`config.mk`:
```
export PLATFORM = sky130hd
export DESIGN_NAME = fitness_arbiter
export DESIGN_NICKNAME = d
export VERILOG_FILES = /design/src/rtl/ga_pkg.sv /design/src/rtl/round_robin_picker.sv /design/src/rtl/fitness_arbiter.sv
export SDC_FILE = /design/constraint.sdc
export NUM_CORES = 1
export LEC_CHECK = 0
export ABC_AREA = 0
export CAP_MARGIN = 20
export CORE_UTILIZATION = 36
export CTS_CLUSTER_SIZE = 16
export DETAILED_ROUTE_END_ITERATION = 6
export GPL_TIMING_DRIVEN = 1
export PLACE_DENSITY = 0.77
export SETUP_SLACK_MARGIN = 0.2
export SYNTH_ARGS = -nofsm -noshare
export SYNTH_HDL_FRONTEND = slang
export SYNTH_HIERARCHICAL = 1
export SYNTH_SLANG_ARGS = --single-unit
```
`constraint.sdc`:
```
create_clock -name clk -period 2.7 [get_ports clk]
set_input_delay 0.54 -clock clk [delete_from_list [all_inputs] [get_ports clk]]
set_output_delay 0.54 -clock clk [all_outputs]
set_load 0.01 [all_outputs]
```
`src/rtl/ga_pkg.sv`:
```
// Shared GA definitions: arbiter FSM encoding, default widths and a timer sizing helper.
package ga_pkg;

  localparam int unsigned DefErrorWidth      = 32;
  localparam int unsigned DefIndividualWidth = 32;
  localparam int unsigned DefRequesters      = 4;
  localparam int unsigned DefTimeoutCycles   = 1024;

  typedef enum logic [1:0] {
    StIdle,
    StIssue,
    StWait,
    StRespond
  } arbState_t;

  // Bits needed to count 0..cycles; a disabled timeout still keeps a 1-bit timer.
  function automatic int unsigned timerWidth(input int unsigned cycles);
    return (cycles == 0) ? 1 : $clog2(cycles + 1);
  endfunction

endpackage

```
`src/rtl/round_robin_picker.sv`:
```
// Combinational round-robin picker: first set request after lastGrant, wrapping.
module round_robin_picker
  import ga_pkg::*;
#(
  parameter int unsigned Requesters = DefRequesters
) (
  input  logic [Requesters-1:0]         request,
  input  logic [$clog2(Requesters)-1:0] lastGrant,
  output logic [Requesters-1:0]         grant,
  output logic                          valid
);

  localparam int unsigned PtrWidth = $clog2(Requesters);

  logic [PtrWidth-1:0] idx;

  // Scan lastGrant+1 .. lastGrant+Requesters; the last grant itself is checked last.
  always_comb begin
    grant = '0;
    valid = 1'b0;
    idx   = '0;
    for (int unsigned offset = 1; offset <= Requesters; offset++) begin
      idx = PtrWidth'((32'(lastGrant) + offset) % Requesters);
      if (!valid && request[idx]) begin
        grant[idx] = 1'b1;
        valid      = 1'b1;
      end
    end
  end

endmodule

```
`src/rtl/fitness_arbiter.sv`:
```
// Arbitrates several GA requesters onto one shared fitness unit, with optional timeout.
module fitness_arbiter
  import ga_pkg::*;
#(
  parameter int unsigned ErrorWidth      = DefErrorWidth,
  parameter int unsigned IndividualWidth = DefIndividualWidth,
  parameter int unsigned Requesters      = DefRequesters,
  parameter int unsigned TimeoutCycles   = DefTimeoutCycles
) (
  input  logic                                  clk,
  input  logic                                  rst,
  input  logic [Requesters-1:0]                 reqStart,
  input  logic [Requesters*IndividualWidth-1:0] reqIndividual,
  output logic [Requesters-1:0]                 reqFinish,
  output logic [ErrorWidth-1:0]                 reqError,
  output logic                                  reqTimeout,
  output logic [Requesters-1:0]                 grant,
  output logic                                  busy,
  output logic                                  fitStart,
  output logic [IndividualWidth-1:0]            fitIndividual,
  input  logic                                  fitFinish,
  input  logic [ErrorWidth-1:0]                 fitError,
  output logic                                  fitAbort
);

  localparam int unsigned PtrWidth   = $clog2(Requesters);
  localparam int unsigned TimerWidth = timerWidth(TimeoutCycles);
  localparam bit          TimeoutEn  = (TimeoutCycles != 0);
  localparam logic [TimerWidth-1:0] TimerLast =
      TimeoutEn ? TimerWidth'(TimeoutCycles - 1) : '0;
  localparam logic [TimerWidth-1:0] TimerMax  = '1;
  localparam logic [PtrWidth-1:0]   PtrReset  = PtrWidth'(Requesters - 1);

  arbState_t                  stateQ, stateD;
  logic [Requesters-1:0]      grantQ, grantD;
  logic [PtrWidth-1:0]        lastGrantQ, lastGrantD;
  logic [TimerWidth-1:0]      timerQ, timerD;
  logic [IndividualWidth-1:0] indivQ, indivD;
  logic [ErrorWidth-1:0]      errorQ, errorD;
  logic                       timeoutQ, timeoutD;

  logic [Requesters-1:0]      pickGrant;
  logic                       pickValid;
  logic [IndividualWidth-1:0] pickIndividual;
  logic [PtrWidth-1:0]        grantIdx;
  logic                       timeoutHit;
  logic                       respond;

  round_robin_picker #(
    .Requesters(Requesters)
  ) uPicker (
    .request  (reqStart),
    .lastGrant(lastGrantQ),
    .grant    (pickGrant),
    .valid    (pickValid)
  );

  // AND-OR mux of the picked requester's individual.
  always_comb begin
    pickIndividual = '0;
    for (int unsigned i = 0; i < Requesters; i++) begin
      if (pickGrant[i]) begin
        pickIndividual = pickIndividual | reqIndividual[i*IndividualWidth +: IndividualWidth];
      end
    end
  end

  // One-hot grant back to an index for the round-robin pointer.
  always_comb begin
    grantIdx = '0;
    for (int unsigned i = 0; i < Requesters; i++) begin
      if (grantQ[i]) begin
        grantIdx = PtrWidth'(i);
      end
    end
  end

  assign timeoutHit = TimeoutEn && (timerQ == TimerLast);

  // Next-state logic; fitFinish wins over a coincident timeout.
  always_comb begin
    stateD     = stateQ;
    grantD     = grantQ;
    lastGrantD = lastGrantQ;
    timerD     = timerQ;
    indivD     = indivQ;
    errorD     = errorQ;
    timeoutD   = timeoutQ;
    unique case (stateQ)
      StIdle: begin
        if (pickValid) begin
          grantD = pickGrant;
          indivD = pickIndividual;
          stateD = StIssue;
        end
      end
      StIssue: begin
        timerD = '0;
        stateD = StWait;
      end
      StWait: begin
        if (fitFinish) begin
          errorD   = fitError;
          timeoutD = 1'b0;
          stateD   = StRespond;
        end else if (timeoutHit) begin
          errorD   = '1;
          timeoutD = 1'b1;
          stateD   = StRespond;
        end else if (timerQ != TimerMax) begin
          timerD = timerQ + 1'b1;
        end
      end
      StRespond: begin
        lastGrantD = grantIdx;
        grantD     = '0;
        stateD     = StIdle;
      end
      default: stateD = StIdle;
    endcase
  end

  // State registers; reset drops any transaction in flight.
  always_ff @(posedge clk or negedge rst) begin
    if (!rst) begin
      stateQ     <= StIdle;
      grantQ     <= '0;
      lastGrantQ <= PtrReset;
      timerQ     <= '0;
      indivQ     <= '0;
      errorQ     <= '0;
      timeoutQ   <= 1'b0;
    end else begin
      stateQ     <= stateD;
      grantQ     <= grantD;
      lastGrantQ <= lastGrantD;
      timerQ     <= timerD;
      indivQ     <= indivD;
      errorQ     <= errorD;
      timeoutQ   <= timeoutD;
    end
  end

  assign respond       = (stateQ == StRespond);
  assign grant         = grantQ;
  assign busy          = (stateQ != StIdle);
  assign fitStart      = (stateQ == StIssue);
  assign fitIndividual = indivQ;
  assign reqFinish     = respond ? grantQ : '0;
  assign reqError      = respond ? errorQ : '0;
  assign reqTimeout    = respond & timeoutQ;
  assign fitAbort      = respond & timeoutQ;

endmodule

```
==> results.md, run 1 <==
- Status: finished with violations
- Failing checks: setup timing
- Unrepaired setup endpoints after global routing: yes
- Total track usage: 0.253
- Largest family of logic cells by synthesized area: compound AO/OA/AOI/OAI gates
- Clk_lat worst skew: approximately 0.34 ns
- DR WL/cell: 18.8 um
- Setup violators final: 2
- Post-synth top area share: 0.445
- Core ar.: 12300 sq um
- Delay-heaviest family, CP: compound AO/OA/AOI/OAI gates
- Worst slew margin: 0.578
- Avg Vias per Cell: 5.50
- Post-Route Skew: 0.00613 ns
- Synth Cell Area: 4610 sq um
- Critical-path cell list: inv_4 -> ha_4 -> mux2i_4 -> mux2_4 -> mux2i_2 -> a221o_1 -> buf_12 -> a22o_1 -> a221oi_2 -> o21ai_1
- Number of buffers added on ports: 242
- Post-Synth XOR/XNOR Area: 0
- Synthesized Nets: 637
- Post-synth EDFFs: 0
- Area fraction in compound gates after synthesis: 0.272
- DIE HEIGHT: 115 um
- CP max stage delay: ~0.55 ns
- Crit path kind: flop to flop
- Io pins: 243
- Syn Inst Count: 456
- HP Class: input port to async pin
- H-tree depth: 3
- Most frequent cells after synthesis: dfrtp_1, nand2_1, and2_1, o21ai_0, a22o_1
- Maximum vdd drop: between 600 and 700 uV
- Pleak: 0.00326 uW
- Total clock sinks: 84
- Placed cell count: roughly 860
- Main area contributors after synthesis: dfrtp_1, a22o_1, a221oi_1
- Placed cell area: 7590 sq um
- Simple-Gate Fraction of Synth Area: 0.146
- Post-synthesis mux area share: 0.0412
- Hpwl dp: 12.5 mm
- Setup ws final: -0.0134 ns
- Synth Area in Adders: 0.0380
- Power per standard cell area: around 1200 nW/um^2
- Power Total: 9330 uW
- Final period util: 1.00
- Hold Buf Count CTS: 0
- DRT Wirelength: 16.5 mm
- Largest net degree at the start of global routing: 49
- Number of global-route vias before repair: 4933
- TritonCTS clock tree: yes
- Post-layout net count: 885
- Fmax: 369 MHz
- Initial antenna violation count: 0
- Final Non-Filler Cells: 877
- Root Driver: clkbuf_16
- Initial DRC Count: between 300 and 400
- Pre-CTS setup slack: -0.311 ns
- Initial core utilization: 0.376
- Synth Area per Inst: just over 10 sq um
- Req. time, crit path: 2.91 ns
- Grt ovf: 0
- Worst path slowest cell: dfstp_2
- Area grow syn2layout: 73.4%
- CP max FO: 32
- Final Cell Area: 7990 sq um
- Max-Cap Viols: 0
- Global-route wire length before repair: 25.8 mm
- Post-layout minimum cycle time: 2.71 ns
- Die W: 115 um
- TritonCTS buffer count: 9
- Routed Antenna Nets: 0
- Synthesis Warnings: 6
- Slew @ Worst Pin: 0.634 ns
- Die area: between 10000 and 15000 sq um
- TNS Setup: -0.0265 ns
- Synth area leader: dfrtp_1
- Clock-pin transition on the worst setup and hold timing paths: 0.06 ns
- Most used DFF post-synth: dfrtp_1
- Most common cell in the netlist: dfrtp_1
- Unique masters post-synth: 46
- CP bufs+invs: 2
- Antenna Cells: 0
- Layout cell share with drive strength beyond 1: 0.145
- Async set-reset flop share out of synthesis: 1.00
- Crit end category: flop
- Site row count: 40
- # DRC: 0
- Max-slew violations: 0
- Critical Path AT: 2.93 ns
- Final Hold Violating Endpoints: 0
- RePlAce Congestion: ~0.89
- Sequential share of the synthesized area: 0.456
- Vias: 4823
- Crit start category: flop
- Clock buffer depth: 2
- Seq cells post-synth: 84
- DRT Pass-1 Iters: 4
## worst reg2reg max path, delay by kind of cell (launching register included)
kind	cells	cell delay (ns)
fa+ha+maj	1	0.27
compound gates	4	0.86
flops	1	0.55
buf+inv	2	0.24
mux	3	0.68
## timing repair
item                                    4_1_cts  5_1_grt
endpoints found under the setup margin       33       64
gates resized for setup                       4       13
pin swaps                                     1        2
buffers inserted                              1        3
## per-layer routing
layer	GRT usage	vias to the layer above	share of wire
li1	-	2230	-
met1	0.269	2313	0.36
met2	0.442	224	0.50
met3	0.0880	56	0.086
met4	0.133	0	0.051
met5	0	-	0
## report_power, final
| group | switching, uW | internal, uW |
|---|---|---|
| Sequential | 307 | 1810 |
| Clock | 517 | 798 |
| Combinational | 2780 | 3120 |
## sequential cells by signal (all words and copies together), names as in the netlist
name,cells
errorQ,32
lastGrantQ,2
timerQ,11
fitIndividual,32
stateQ,2
timeoutQ,1
grant,4
## area by class of cell
class | count | area, sq um
timing repair buffer | 274 | 2760
tap | 168 | 210
multi-input combinational | 321 | 2540
sequential | 84 | 2100
clock inverter | 4 | 55.1
clock buffer | 12 | 267
fill | 994 | 4270
inverter | 14 | 55.1
## cells by family after synthesis
logic type,count (synthesis)
muxes,17
DFF,84
adders and majority gates,14
AOI/OAI and AO/OA,162
buffers and inverters,51
and+or+nand+nor,128
## path summary, 6_finish.rpt
path / start / to / slack, ns / depth (start not counted)
worst min-delay path: rst / errorQ[0] / 0.22 / 1
worst max-delay path: lastGrantQ[1] / fitIndividual[2] / -0.01 / 10
min in group clk: errorQ[0] / errorQ[0] / 0.48 / 1
worst min register to register: errorQ[0] / errorQ[0] / 0.48 / 1
worst max register to register: lastGrantQ[1] / fitIndividual[2] / -0.01 / 10
max in group asynchronous: rst / fitIndividual[19] / 1.84 / 2
## per-stage QoR
| step | utilization | hold WS (ns) |
|---|---|---|
| global placement | 0.619 | 0.462 |
| CTS | 0.647 | 0.234 |
| detailed placement | 0.619 | 0.470 |
| floorplan | - | 0.244 |
| finish | 0.652 | 0.221 |
| global route | 0.652 | 0.266 |
## cells in the final DEF, fill, tap and decap left out, types with 4 or more instances in the layout
master,count
a221oi_2,31
a22o_1,35
and2_1,39
and3_1,4
buf_12,7
buf_4,23
clkbuf_16,9
clkdlybuf4s50_1,240
dfrtp_1,82
ha_1,13
inv_1,12
mux2i_1,10
nand2_1,51
nand3_1,4
nand4_1,5
nor2_1,6
nor2b_1,4
o21ai_1,35
o22a_1,32
No activity file was read; power rests on OpenSTA's default activity.
==> run 2, diff against run 1 <==
- CORE_MARGIN: not set -> 3
- HOLD_SLACK_MARGIN: not set -> 0.12
==> results.md, run 2 (same netlist as run 1, synthesis figures left out) <==
- TNS Setup: 0 ns (+0.0265 ns)
- CP max FO: 20 (-38%)
- CP max stage delay: 0.57 ns (+0.02 ns)
- Clk_lat worst skew: 0.35 ns (about the same)
- Delay-heaviest family, CP: compound AO/OA/AOI/OAI gates
- Power per standard cell area: 1150 nW/um^2 (-1.6%)
- Total clock sinks: 84 (unchanged)
- Die W: 119 um (+3.5%)
- Logic gate share of total power: 0.637 (+0.005)
- Die area: 14200 sq um (+7.1%)
- DR WL/cell: 18.7 um (-0.86%)
- Hold Buf Count CTS: 0 (unchanged)
- Crit end category: flop
- Fillers: 990 (-0.40%)
- # DRC: 0 (unchanged)
- Slew @ Worst Pin: 0.664 ns (+0.0300 ns)
- Clock buffer depth: 2 (unchanged)
- Placed cell count: 854 (-0.35%)
- WHS: 0.232 ns (+0.0114 ns)
- Crit path kind: flop to flop
- Area of the multi-input gates: 2530 sq um (-0.34%)
- Max-Cap Viols: 0 (unchanged)
- Status: finished clean
- Req. time, crit path: 2.93 ns (+0.02 ns)
- Number of global-route vias before repair: 4890 (-0.87%)
- Clock-pin transition on the worst setup and hold timing paths: 0.07 ns (about the same)
- Sequential Power Share: 0.232 (+0.005)
- DRT Wirelength: 16.3 mm (-1.1%)
- Pleak: 0.00323 uW (-0.90%)
- Global-route wire length before repair: 25.7 mm (-0.21%)
- Io pins: 243 (unchanged)
- Core ar.: 12300 sq um (unchanged)
- Int Pwr: 5540 uW (-3.2%)
- Setup violators final: 0 (-2)
- Number of buffers added on ports: 242 (unchanged)
- RePlAce Congestion: 0.855 (-3.7%)
- Hpwl dp: 12.4 mm (-0.54%)
- Post-layout net count: 882 (-0.34%)
- Initial DRC Count: 219 (-31%)
- Unrepaired setup endpoints after global routing: yes
- Area grow syn2layout: 72.3%
- Initial antenna violation count: 1 (+1)
- TritonCTS clock tree: yes
- Maximum vdd drop: 503 uV (-23%)
- Sw Pwr: 3590 uW (-0.45%)
- Site row count: 40 (unchanged)
- CP bufs+invs: 3 (+1)
- Routed Antenna Nets: 0 (unchanged)
- DRT Pass-1 Iters: 4 (unchanged)
- Root Driver: clkbuf_16
- Total track usage: 0.228 (-0.0245)
- Worst slew margin: 0.558 (-0.0200)
- Avg Vias per Cell: 5.35 (-2.7%)
- Final Hold Violating Endpoints: 0 (unchanged)
- Initial core utilization: 0.376 (unchanged)
- Switching share of power: 0.393 (+0.00674)
- Worst path slowest cell: dfstp_2
- TritonCTS buffer count: 9 (unchanged)
- Commonest cells after routing, fill and taps aside: clkdlybuf4s50_1, dfrtp_1, nand2_1
- Critical Path AT: 2.91 ns (-0.02 ns)
- Layout cell share with drive strength beyond 1: 0.140 (-0.00505)
- Final Non-Filler Cells: 875 (-0.23%)
- Post-layout minimum cycle time: 2.69 ns (-0.0245 ns)
- Crit start category: flop
- Most common cell after layout, fill and taps aside: clkdlybuf4s50_1
- Reg area: 2100 sq um (unchanged)
- HP Class: input port to async pin
- Largest net degree at the start of global routing: 52 (+6.1%)
- Vias: 4683 (-2.9%)
- Critical-path cell list: inv_2 -> ha_4 -> mux2i_4 -> mux2_4 -> buf_4 -> mux2i_1 -> a221o_2 -> buf_12 -> a221oi_1 -> o21ai_1
- Clock share of power: 0.131 (-0.010)
- H-tree depth: 3 (unchanged)
- Post-Route Skew: 0.00667 ns (+0.000544 ns)
- DIE HEIGHT: 119 um (+3.5%)
- Final period util: 0.996 (-0.00906)
- Fmax: 372 MHz (+0.91%)
- Power Total: 9130 uW (-2.2%)
- Grt ovf: 0 (unchanged)
- Max-slew violations: 0 (unchanged)
## run 2: changes by cell type in the layout (fill, tap and decap cells not counted), moves of 2 or more
cell,delta
buf_12,+2
buf_4,-3
clkbuf_8,-2
clkinvlp_4,+2
mux2i_1,+2
mux2i_2,-2
o21ai_1,-2
## run 2: worst paths after layout
path                               start                end  slack, ns  cells after the start
setup / recovery           lastGrantQ[0]  fitIndividual[29]       0.01                     10
hold / removal                       rst          errorQ[0]       0.23                      1
setup reg to reg           lastGrantQ[0]  fitIndividual[29]       0.01                     10
min in group clk              errorQ[26]         errorQ[26]       0.48                      1
hold reg to reg               errorQ[26]         errorQ[26]       0.48                      1
max in group asynchronous            rst   fitIndividual[6]       1.84                      2
## run 2: stage by stage
step | instance area [sq um] | utilization | setup slack [ns]
floorplan | 4930 | - | 0.0222
global placement | 7580 | 0.618 | -0.161
detailed placement | 7580 | 0.618 | -0.236
CTS | 7870 | 0.642 | 0.0231
global route | 7950 | 0.648 | -0.0988
finish | 7950 | 0.648 | 0.0111
## run 2: area by class of cell
cell class	count	area share
antenna	1	0.000315
clock buffer	10	0.0301
clock inverter	6	0.00567
inverter	14	0.00693
multi-input combinational	321	0.319
sequential	84	0.265
tap	168	0.0265
timing repair buffer	271	0.347
## run 2: repair_timing
item / in CTS / in global routing
endpoints found under the setup margin: 32 / 67
buffers inserted: 1 / 3
resized for setup: 1 / 14
pin swaps: 0 / 1
## run 2: metal layers
layer	vias to the layer above	GRT usage	part of all wire
met1	2231	0.269	0.39
li1	2231	-	-
met4	0	0.0927	0.028
met2	190	0.403	0.51
met5	-	0	0
met3	31	0.0489	0.067
## run 2: power groups by stage
stage,clock network [uW],logic (uW),registers (uW)
floorplan,0,3560,2190
global placement,0,5520,2110
detailed placement,0,5670,2140
CTS,1230,5720,2120
global route,1290,6300,2190
finish,1190,5820,2120
==> run 3, diff against run 2 <==
- GPL_ROUTABILITY_DRIVEN: not set -> 0
==> results of run 3 <==
No change in the layout: final DEF, timing and power equal those of run 2.
